[config.mk]
export PLATFORM = sky130hd
export DESIGN_NAME = b06_arbiter
export DESIGN_NICKNAME = d
export VERILOG_FILES = /design/src/rtl/b06_pkg.sv /design/src/rtl/b06_rr_pick.sv /design/src/rtl/b06_arbiter.sv
export SDC_FILE = /design/constraint.sdc
export NUM_CORES = 1
export LEC_CHECK = 0
export ABC_AREA = 0
export BUFFER_PORTS_ARGS = -buffer_cell sky130_fd_sc_hd__buf_4
export CAP_MARGIN = 30
export CORE_MARGIN = 5
export CORE_UTILIZATION = 26
export CTS_CLUSTER_SIZE = 12
export DETAILED_ROUTE_END_ITERATION = 16
export HOLD_SLACK_MARGIN = 0.05
export PLACE_DENSITY = 0.55
export SLEW_MARGIN = 10
export SYNTH_ARGS = -nofsm -noshare
export SYNTH_HDL_FRONTEND = slang
export SYNTH_SLANG_ARGS = --single-unit
[constraint.sdc]
create_clock -name clock -period 2.6 [get_ports clock]
set_input_delay 0.13 -clock clock [delete_from_list [all_inputs] [get_ports clock]]
set_output_delay 0.13 -clock clock [all_outputs]
set_load 0.02 [all_outputs]
[src/rtl/b06_pkg.sv]
// Shared types and handler encodings for the b06 arbiter and b06 testbenches.
package b06_pkg;

  typedef enum logic [1:0] {
    S_IDLE,
    S_REQ,
    S_ACK,
    S_DRAIN
  } state_t;

  localparam logic [1:0] CC_NOP   = 2'b01;
  localparam logic [1:0] CC_INTR  = 2'b10;
  localparam logic [1:0] CC_ACKIN = 2'b11;
  localparam logic [1:0] OUT_NORM = 2'b01;

  // Handler has returned to its normal, idle-looking output state.
  function automatic logic handler_normal(input logic [1:0] cc, input logic [1:0] us);
    return (us == OUT_NORM) && (cc == CC_NOP);
  endfunction

endpackage

[src/rtl/b06_rr_pick.sv]
// Rotating-priority pick: first set request at or above ptr, wrapping modulo NREQ.
module b06_rr_pick
  import b06_pkg::*;
#(
  parameter int unsigned NREQ = 4
) (
  input  logic [NREQ-1:0]         req,
  input  logic [$clog2(NREQ)-1:0] ptr,
  output logic                    valid,
  output logic [$clog2(NREQ)-1:0] idx
);

  localparam int unsigned IDW = $clog2(NREQ);

  logic [IDW-1:0] pos;

  always_comb begin
    valid = 1'b0;
    idx   = '0;
    pos   = '0;
    for (int unsigned i = 0; i < NREQ; i++) begin
      pos = IDW'((32'(ptr) + i) % NREQ);
      if (!valid && req[pos]) begin
        valid = 1'b1;
        idx   = pos;
      end
    end
  end

endmodule

[src/rtl/b06_arbiter.sv]
// Round-robin arbiter serialising NREQ requesters onto one b06 handler.
// Optional handler-response timeout: define B06_ARB_TIMEOUT_EN.
module b06_arbiter
  import b06_pkg::*;
#(
  parameter int unsigned NREQ    = 4,
  parameter int unsigned TIMEOUT = 15
) (
  input  logic                    clock,
  input  logic                    reset,
  input  logic [NREQ-1:0]         req,
  output logic [NREQ-1:0]         ack,
  output logic                    eql,
  output logic                    cont_eql,
  input  logic [1:0]              cc_mux,
  input  logic [1:0]              uscite,
  output logic [$clog2(NREQ)-1:0] gnt_idx,
  output logic                    busy,
  output logic                    err
);

  localparam int unsigned IDW = $clog2(NREQ);

  if (NREQ < 2 || NREQ > 8 || TIMEOUT < 1) begin : g_bad_cfg
    $error("b06_arbiter: NREQ must be 2..8 and TIMEOUT at least 1");
  end

  state_t         state, state_n;
  logic [IDW-1:0] ptr, ptr_n, gnt_n, next_ptr;
  logic [NREQ-1:0] ack_n;
  logic           eql_n, cont_eql_n, busy_n, err_n;
  logic           pick_valid;
  logic [IDW-1:0] pick_idx;

  b06_rr_pick #(.NREQ(NREQ)) u_pick (
    .req  (req),
    .ptr  (ptr),
    .valid(pick_valid),
    .idx  (pick_idx)
  );

  assign next_ptr = (gnt_idx == IDW'(NREQ - 1)) ? '0 : gnt_idx + IDW'(1);

`ifdef B06_ARB_TIMEOUT_EN
  localparam int unsigned CW = ($clog2(TIMEOUT + 1) > 4) ? $clog2(TIMEOUT + 1) : 4;
  logic [CW-1:0] cnt, cnt_n;
  logic          timeout;
  // Fires on the TIMEOUT-th cycle spent in S_REQ/S_DRAIN since entry.
  assign timeout = (cnt + CW'(1)) == CW'(TIMEOUT);
`endif

  always_comb begin
    state_n    = state;
    ptr_n      = ptr;
    gnt_n      = gnt_idx;
    ack_n      = ack;
    eql_n      = eql;
    cont_eql_n = cont_eql;
    err_n      = 1'b0;
`ifdef B06_ARB_TIMEOUT_EN
    cnt_n      = (state == S_REQ || state == S_DRAIN) ? cnt + CW'(1) : '0;
`endif
    case (state)
      S_IDLE: begin
        ack_n      = '0;
        eql_n      = 1'b0;
        cont_eql_n = 1'b1;
        if (pick_valid) begin
          gnt_n      = pick_idx;
          eql_n      = 1'b1;
          cont_eql_n = 1'b0;
          state_n    = S_REQ;
        end
      end
      S_REQ: begin
        if (!req[gnt_idx]) begin
          eql_n   = 1'b0;
          state_n = S_DRAIN;
`ifdef B06_ARB_TIMEOUT_EN
          cnt_n   = '0;
`endif
        end else if (cc_mux == CC_ACKIN) begin
          ack_n          = '0;
          ack_n[gnt_idx] = 1'b1;
          state_n        = S_ACK;
        end
`ifdef B06_ARB_TIMEOUT_EN
        else if (timeout) begin
          err_n      = 1'b1;
          eql_n      = 1'b0;
          ack_n      = '0;
          ptr_n      = next_ptr;
          cont_eql_n = 1'b1;
          state_n    = S_IDLE;
        end
`endif
      end
      S_ACK: begin
        if (!req[gnt_idx]) begin
          ack_n   = '0;
          eql_n   = 1'b0;
          state_n = S_DRAIN;
`ifdef B06_ARB_TIMEOUT_EN
          cnt_n   = '0;
`endif
        end
      end
      S_DRAIN: begin
        if (handler_normal(cc_mux, uscite)) begin
          ptr_n      = next_ptr;
          cont_eql_n = 1'b1;
          state_n    = S_IDLE;
        end
`ifdef B06_ARB_TIMEOUT_EN
        else if (timeout) begin
          err_n      = 1'b1;
          eql_n      = 1'b0;
          ack_n      = '0;
          ptr_n      = next_ptr;
          cont_eql_n = 1'b1;
          state_n    = S_IDLE;
        end
`endif
      end
      default: state_n = S_IDLE;
    endcase
    busy_n = (state_n != S_IDLE);
  end

  always_ff @(posedge clock) begin
    if (reset) begin
      state    <= S_IDLE;
      ptr      <= '0;
      gnt_idx  <= '0;
      ack      <= '0;
      eql      <= 1'b0;
      cont_eql <= 1'b1;
      busy     <= 1'b0;
      err      <= 1'b0;
`ifdef B06_ARB_TIMEOUT_EN
      cnt      <= '0;
`endif
    end else begin
      state    <= state_n;
      ptr      <= ptr_n;
      gnt_idx  <= gnt_n;
      ack      <= ack_n;
      eql      <= eql_n;
      cont_eql <= cont_eql_n;
      busy     <= busy_n;
      err      <= err_n;
`ifdef B06_ARB_TIMEOUT_EN
      cnt      <= cnt_n;
`endif
    end
  end

endmodule

# After elaboration in Yosys (flattened, before gate mapping)
# Index checks and enable logic that the tools add are counted.
classes:
  n_mux: 37
  mul: 0
  n_eq_ne: 12
  bitwise_logic: 0
  magnitude_cmp: 6
  addsub: 4
  n_reduce_logical: 19
  div_mod_pow: 0
  shifts: 0
op_table:
  columns: ["operator", "n"]
  rows:
  - ["$mux W2", 10]
  - ["$lt A2 B3 Y1 const B", 5]
  - ["$mux W1", 14]
  - ["$mux W4", 3]
  - ["$pmux W4 S3", 1]
  - ["$bmux W1 S2", 5]
  - ["$ne A2 B2 Y1 const B", 5]
  - ["$eq A2 B2 Y1 const B", 4]
  - ["$pmux W2 S4", 1]
  - ["$reduce_and A2 Y1", 4]
  - ["$eq A2 B1 Y1 const B", 3]
  - ["$reduce_bool A2 Y1", 3]
  - ["$logic_and A1 B1 Y1", 5]
  - ["$add A2 B1 Y2 const B", 2]
  - ["$add A2 B2 Y2 const B", 2]
  - ["$pmux W1 S2", 2]
  - ["$reduce_and A4 Y1", 1]
  - ["$logic_not A1 Y1", 3]
  - ["$reduce_bool A3 Y1", 1]
  - ["$demux W1 S2", 1]
  - ["$ge A2 B1 Y1 const B", 1]
  - ["$logic_not A2 Y1", 1]
  - ["$reduce_or A2 Y1", 1]
word_totals:
  mem_count: 0
  latchBits: 0
  mem_bits_rw: 0
  romBits: 0
  register_bits: 13

# Depth between registers and ports, before layout
# Gate-level depths: netlist (run 1).
logic_depth:
  word_depth: 15
  depth_mapped: 6
  depth_no_buf: 6

# Hierarchy
# A second synthesis (run 1) with hierarchy kept.
unflattened:
  cells_unflattened: 105
  hier_area_um2: 872.1
modules_own_cells:
  columns: ["module", "area_each_um2", "cells_each", "seq_area_each_um2", "n_inst"]
  rows:
  - ["b06_arbiter", 794.5, 90, 260.2, 1]
  - ["b06_rr_pick", 77.6, 15, 0.0, 1]

# Least setup slack after synthesis (run 1)
# Ideal clock, no wire load.
synth_timing:
  path_kind: "register to register"
  startpoint: "reg gnt_idx[1]"
  endpoint: "reg busy"
  path_buffers: 0
  path_stages_with_launch: 5
  synth_period_minus_slack_ps: 1722
  arrival_ps: 1649
  setup_slack_ps: 878
  t_required_ps: 2527
  cell_sequence: "dfxtp_1 -> mux4_2 -> o22a_1 -> o211a_1 -> o22ai_2"
synth_between:
  elab_chain_cells: 5
  elab_cells_between_ends: 6
  cone_classes: "5 x mux; 1 x reduce/logical"
synth_lines:
  columns: ["element", "line", "source"]
  rows:
  - ["from (decl)", "b06_arbiter.sv:17", "output logic [$clog2(NREQ)-1:0] gnt_idx,"]
  - ["from (signal assigned)", "b06_arbiter.sv:146", "gnt_idx <= gnt_n;"]
  - ["$bmux W1 S2 (*)", "b06_arbiter.sv:76, b06_arbiter.sv:99", null]
  - ["$mux W1 (not written as such) (*)", "b06_arbiter.sv:76, b06_arbiter.sv:99", null]
  - ["$mux W2 (on tied branches)", "b06_arbiter.sv:99, b06_arbiter.sv:76", null]
  - ["$pmux W2 S4 (*)", "b06_arbiter.sv:63", "case (state)"]
  - ["$reduce_bool A2 Y1 (*)", "b06_arbiter.sv:127", "busy_n = (state_n != S_IDLE);"]
  - ["to (signal assigned)", "b06_arbiter.sv:150", "busy <= busy_n;"]
  - ["to (decl)", "b06_arbiter.sv:18", "output logic busy,"]
# Every way passes the cells marked *; elsewhere a longest branch is shown, timed or not. The select of a mux whose other input is x is not followed.
# A chain may end at the register's enable or synchronous reset.

# Worst setup path in the final report (run 1)
layout_timing:
  startpoint: "reg state[0]"
  endpoint: "reg gnt_idx[0]"
layout_between:
  elab_chain_cells: 2
layout_lines:
  columns: ["element", "line", "source"]
  rows:
  - ["from (decl)", "b06_arbiter.sv:28", "state_t state, state_n;"]
  - ["from (signal assigned)", "b06_arbiter.sv:144", "state <= state_n;"]
  - ["$logic_not A2 Y1", "b06_arbiter.sv:63", null]
  - ["$reduce_and A2 Y1 (no line)", null, null]
# Every way passes these cells.

==> results of run 1 <==
-- worst max-delay path by stage --
stage / from / to
final: state[0]$_SDFF_PP0_ / gnt_idx[0]$_SDFFE_PP0P_
after global routing: gnt_idx[1]$_SDFFE_PP0P_ / ack[0]$_SDFFE_PP0P_
after CTS: gnt_idx[1]$_SDFFE_PP0P_ / ack[3]$_SDFFE_PP0P_
after detailed placement: gnt_idx[1]$_SDFFE_PP0P_ / ack[3]$_SDFFE_PP0P_
after global placement: gnt_idx[1]$_SDFFE_PP0P_ / ack[3]$_SDFFE_PP0P_
after floorplan: gnt_idx[1]$_SDFFE_PP0P_ / busy$_SDFF_PP0_
-- critical path: cells and delay by family (launching register included) --
family	cells	cell delay (ns)
and+or+nand+nor	1	0.54
DFF	1	0.37
adders and majority gates	1	0.35
AOI/OAI and AO/OA	2	0.32
buffers and inverters	1	0.13
-- layout make-up --
| type | instances | area, sq um | share of cell area [%] |
|---|---|---|---|
| flip-flops and latches | 13 | 260 | 24.6 |
| multi-input cells | 75 | 557 | 52.5 |
| well taps | 44 | 55.1 | 5.19 |
| inverters | 7 | 26.3 | 2.48 |
| clock buffers | 4 | 26.3 | 2.48 |
| repair buffers | 18 | 135 | 12.8 |
-- metal layers --
layer	wire, um	vias up	track usage, %
met5	0	-	0
met4	42	0	7.09
met3	109	4	2.50
met2	929	19	15.5
met1	919	367	11.2
li1	-	394	-
-- metrics by stage --
step | hold WS [ns] | instances | cell area [sq um] | total power, mW
2_1_floorplan | 0.219 | 97 | 855 | 0.342
3_3_place_gp | 0.415 | 157 | 1030 | 0.396
3_5_place_dp | 0.413 | 157 | 1030 | 0.400
4_1_cts | 0.104 | 161 | 1060 | 0.531
5_1_grt | 0.119 | 161 | 1060 | 0.557
6_report | 0.105 | 161 | 1060 | 0.526
-- Yosys cell counts (2+ instances only) --
cell type and number:
a21oi_1 11, a21o_1 3, nand4_1 4, nor2_1 10
or4_1 2, dfxtp_1 13, mux2i_1 2, inv_1 7
ha_1 9, o21ai_0 5, nand2_1 4, nand2b_1 3
-- power groups by stage --
stage	Clock [mW]	Sequential (mW)	Combinational (mW)
floorplan	0	0.244	0.0972
global placement	0	0.231	0.164
detailed placement	0	0.233	0.168
CTS	0.134	0.228	0.169
global route	0.143	0.230	0.184
finish	0.131	0.228	0.168
-- sequential cells by signal (all words and copies together) (netlist names) --
name,flops
ack,4
busy,1
cont_eql,1
eql,1
gnt_idx,2
ptr,2
state,2
-- cell usage in the layout (no fill, tap or decap), types with 2 or more instances in the layout --
master     n
buf_4     18
dfxtp_1   13
a21oi_1   11
nor2_1    10
ha_1       9
inv_1      7
o21ai_0    5
nand4_1    4
nand2_1    4
a21o_1     3
nand2b_1   3
clkbuf_4   3
mux2i_1    2
or4_1      2
-- cell families (layout without fill, tap and decap cells) --
logic type	Yosys count	in the layout	synth area share, %
DFF	13	13	30.5
muxes	3	3	4.98
and+or+nand+nor	29	29	18.3
AOI/OAI and AO/OA	33	33	28.3
buffers and inverters	9	29	4.39
other	1	1	0.439
adders and majority gates	9	9	13.2
==> metrics.txt, run 1 <==
synthesized area between 800 and 900 sq um; Sequential Power Share a little over two fifths; WHS Endpoint gnt_idx[0]$_SDFFE_PP0P_; CTS tree yes; DP Wirelength 1.56 mm; die area 4530 sq um; Clock Sinks 13; TritonCTS Buffers 3; setup repair bufs after CTS 0; DP Worst Slack about 0.84 ns; area delta synth->final 24.0%; NetSw roughly 180 uW; Diodes inserted 0; First DRT Iteration DRCs 30; IO buf count 18; post-CTS resize count 0; WS Path Type register to register; Placer Congestion 0.803; Peak VDD IR 0.000154 V; internal power 348 uW; Post-synth EDFFs 0; Post-Syn Instances 97; Crit path arrival time roughly 2.0 ns; CP max FO 7; number of max-cap violations 0; Pleak 0.453 nW; min Tclk post-route roughly 1.8 ns; Final Util about a third; Logic pwr share 31.9%; Starting Density between 20% and 30%; Clock Latency Late Sink about 0.28 ns; HP Class primary input to register; Core Area ~3100 sq um; post-synthesis cell type count 36; Die Y just under 70 um; clock power share 24.8%; fill count 349; CP peak stage delay 0.54 ns; via count 784; Switching Share 33.8%; min-delay src reset; Vias/cell 4.87; vias in the first global route 778; first-pass GRT wire length 3.32 mm; final worst slack 0.830 ns; Synth area leaders dfxtp_1 (30%), ha_1 (13%), a21oi_1 (6.4%); drt drc 0; root buffer cell clkbuf_4; R2R Path End gnt_idx[0]$_SDFFE_PP0P_; Final period util 68.1%; async set-reset flop share out of synthesis 0%; Max Freq 565 MHz; Wirelength per Cell 12.4 um; clock skew 0.00614 ns; cell taking the most area after synthesis dfxtp_1; Finish-stage setup viols 0; RSZ-0062 raised after global routing no; synth warn 0; pwr dens around 500 nW/um^2; sequential cell area fraction in the yosys report 30.5%; slowest CP cell or4_1; Boundary Pins 20; clk buf depth 2; iteration count of the initial detailed-routing pass 4; H-tree lvl count 1; Syn Area/Cell 8.81 sq um; DRT Wirelength 2.00 mm; Hold Buf Count CTS 0; ys flop type dfxtp_1; die width 67.3 um; fin nets 137; Hold Crit Depth 2; GRT overflow 0; Antenna Nets Post-Route 0; Synth top area share 30.5%; crit path cell chain inv_1 -> ha_1 -> o41ai_4 -> or4_1 -> a21oi_1; max-slew violations 0; Total Routing Usage GR roughly a tenth; Hold Violations, Final 0; largest net degree at the start of global routing 14; clock-pin slew on the worst setup and hold paths ~0.090 ns; antenna violations before repair 0; Worst EP required approximately 2.8 ns; crit end category register; #FFs+latches synth 13; status completed; # rows 20; setup TNS after final layout 0 ns; register-to-register setup slack 0.83 ns; critical path launch point type register; Reg-to-Reg Start state[0]$_SDFF_PP0_; syn_nets ~120; r2r worst-path depth 5; share of cells above drive strength 1 23.9%
No activity file was read; power rests on OpenSTA's default activity.
==> inputs of run 2 (changes only) <==
--- a/config.mk
+++ b/config.mk
@@ -13,7 +13,7 @@
 export CTS_CLUSTER_SIZE = 12
 export DETAILED_ROUTE_END_ITERATION = 16
 export HOLD_SLACK_MARGIN = 0.05
-export PLACE_DENSITY = 0.55
+export PLACE_DENSITY = 0.56
 export SLEW_MARGIN = 10
 export SYNTH_ARGS = -nofsm -noshare
 export SYNTH_HDL_FRONTEND = slang
==> constraint.sdc (replaced) <==
create_clock -name clock -period 1.6 [get_ports clock]
set_input_delay 0.08 -clock clock [delete_from_list [all_inputs] [get_ports clock]]
set_output_delay 0.08 -clock clock [all_outputs]
set_load 0.02 [all_outputs]
==> run 2 against run 1 <==
  * The run now ends with negative setup slack left
  * Sequential cell count is the same
  * First-iteration DRC count shrank 27%
  * Clock power grew 56%
  * Combinational power grew 93%
  * Cell count rose by 5.0%
  * Critical path depth fell by 1
  * Setup slack got worse by 0.86 ns
  * Global-route usage is 0.53 points higher
==> metrics.txt, run 2 (synthesis gave the netlist of run 1 again) <==
status finished with violations; failing checks negative setup slack; max reg flops 4 (unchanged); Pleak 0.496 nW (+9.6%); number of max-cap violations 0 (unchanged); Antenna Nets Post-Route 0 (unchanged); Finished Layout Cells 169 (+5.0%); clock-pin slew on the worst setup and hold paths 0.08 ns (about the same); # rows 20 (unchanged); Final period util 102% (+34 points); First DRT Iteration DRCs 22 (-27%); Core Area 3100 sq um (unchanged); most frequent cells in the layout buf_4 (26), a21oi_1 (11), nor2_1 (10), dfxtp_1 (10), ha_1 (7); H-tree lvl count 1 (unchanged); Largest Register ack; Hold Violations, Final 0 (unchanged); Clock Latency Late Sink 0.28 ns (about the same); register area 267 sq um (+2.4%); drt drc 0 (unchanged); die width 67.3 um (unchanged); placed cell count 165 (+5.1%); clock skew 0.00638 ns (+0.000233 ns); iteration count of the initial detailed-routing pass 4 (unchanged); largest net degree at the start of global routing 14 (unchanged); DP Wirelength 1.63 mm (+4.8%); grt peak-use layer met2; Placer Congestion 0.806 (+0.36%); M1 GR Usage 13.2% (+2.0 points); fill count 337 (-3.4%); first-pass GRT wire length 3.54 mm (+6.7%); HP Class primary input to register; Pwr Total 895 uW (+70%); critical path launch point type register; WS Path Type register to register; Diodes inserted 0 (unchanged); setup TNS after final layout -0.0278 ns (-0.0278 ns); RSZ-0062 raised after global routing yes; vias in the first global route 790 (+1.5%); Boundary Pins 20 (unchanged); fin nets 145 (+5.8%); via count 811 (+3.4%); area delta synth->final 36.9%; crit end category register; Total Routing Usage GR 10.2% (+0.53 points); Finish-stage setup viols 1 (+1); max-slew violations 0 (unchanged); GRT overflow 0 (unchanged); TritonCTS Buffers 3 (unchanged); Die Y 67.3 um (unchanged); DRT Wirelength 2.08 mm (+3.7%); Peak VDD IR 0.000422 V (+170%); antenna violations before repair 0 (unchanged); pwr dens 765 nW/um^2 (+54%); routing usage on met3 4.16% (+1.7 points); die area 4530 sq um (unchanged); CTS tree yes; min Tclk post-route 1.63 ns (-0.142 ns); IO buf count 18 (unchanged); Multi-input gate area 601 sq um (+7.9%); CP max FO 7 (unchanged); root buffer cell clkbuf_4; share of cells above drive strength 1 35.2% (+11 points); Vias/cell 4.80 (-1.5%); Max Freq 614 MHz (+8.7%); Worst EP required 1.81 ns (-1.02 ns); Starting Density 27.5% (unchanged); setup repair bufs after CTS 0 (unchanged); Hold Buf Count CTS 0 (unchanged); met2 usage 15.6% (+0.12 points); Clock Sinks 13 (unchanged); DP Worst Slack 0.0160 ns (-0.829 ns); final worst slack -0.0278 ns (-0.858 ns); Wirelength per Cell 12.3 um (-1.2%); Crit path arrival time 1.84 ns (-0.15 ns); clk buf depth 2 (unchanged); commonest non-fill, non-tap cell in the layout buf_4
[run 2: where the power goes]
| part | total [mW] | switching (mW) | leakage, nW | internal [mW] |
|---|---|---|---|---|
| Sequential | 0.364 | 0.0156 | 0.108 | 0.348 |
| Combinational | 0.325 | 0.172 | 0.373 | 0.154 |
| Clock | 0.205 | 0.109 | 0.0150 | 0.0966 |
| Total | 0.895 | 0.296 | 0.496 | 0.599 |
[run 2: cell type report]
cell class / count / share of cell area (%)
Timing Repair Buffer: 26 / 16.7
Multi-Input combinational cell: 75 / 51.3
Sequential cell: 13 / 22.8
Inverter: 7 / 2.25
Clock buffer: 4 / 2.25
Tap cell: 44 / 4.71
[run 2: per-layer routing]
| metal | wire (um) | share of wire (%) |
|---|---|---|
| met1 | 1010 | 49 |
| met2 | 919 | 44 |
| met3 | 118 | 5.7 |
| met4 | 23 | 1.1 |
| met5 | 0 | 0 |
[run 2: final timing paths]
kind | from | end | slack [ns] | cells after the start
hold reg to reg | ack[0]$_SDFFE_PP0P_ | ack[0]$_SDFFE_PP0P_ | 0.49 | 2
hold / removal | reset | state[0]$_SDFF_PP0_ | 0.06 | 2
setup / recovery | gnt_idx[1]$_SDFFE_PP0P_ | busy$_SDFF_PP0_ | -0.03 | 4
setup reg to reg | gnt_idx[1]$_SDFFE_PP0P_ | busy$_SDFF_PP0_ | -0.03 | 4
[run 2: worst max-delay path, cell delays in order, from the launching register on]
cell and delay, ns:
dfxtp_4 0.35, mux4_2 0.62, o22a_1 0.25, o211a_1 0.23
o22ai_2 0.11
[run 2: what timing repair did]
| action | 4_1_cts | 5_1_grt |
|---|---|---|
| setup endpoints to repair | 0 | 9 |
| hold endpoints to repair | 0 | 0 |
| resized for setup | 0 | 13 |
[run 2: metrics by stage]
step                      util, %  hold slack [ns]  area [sq um]
after floorplan                 -            0.169           858
after global placement       35.4            0.362          1100
after detailed placement     35.4            0.366          1100
after CTS                    36.2           0.0664          1120
after global routing         37.7           0.0675          1170
final                        37.7           0.0564          1170
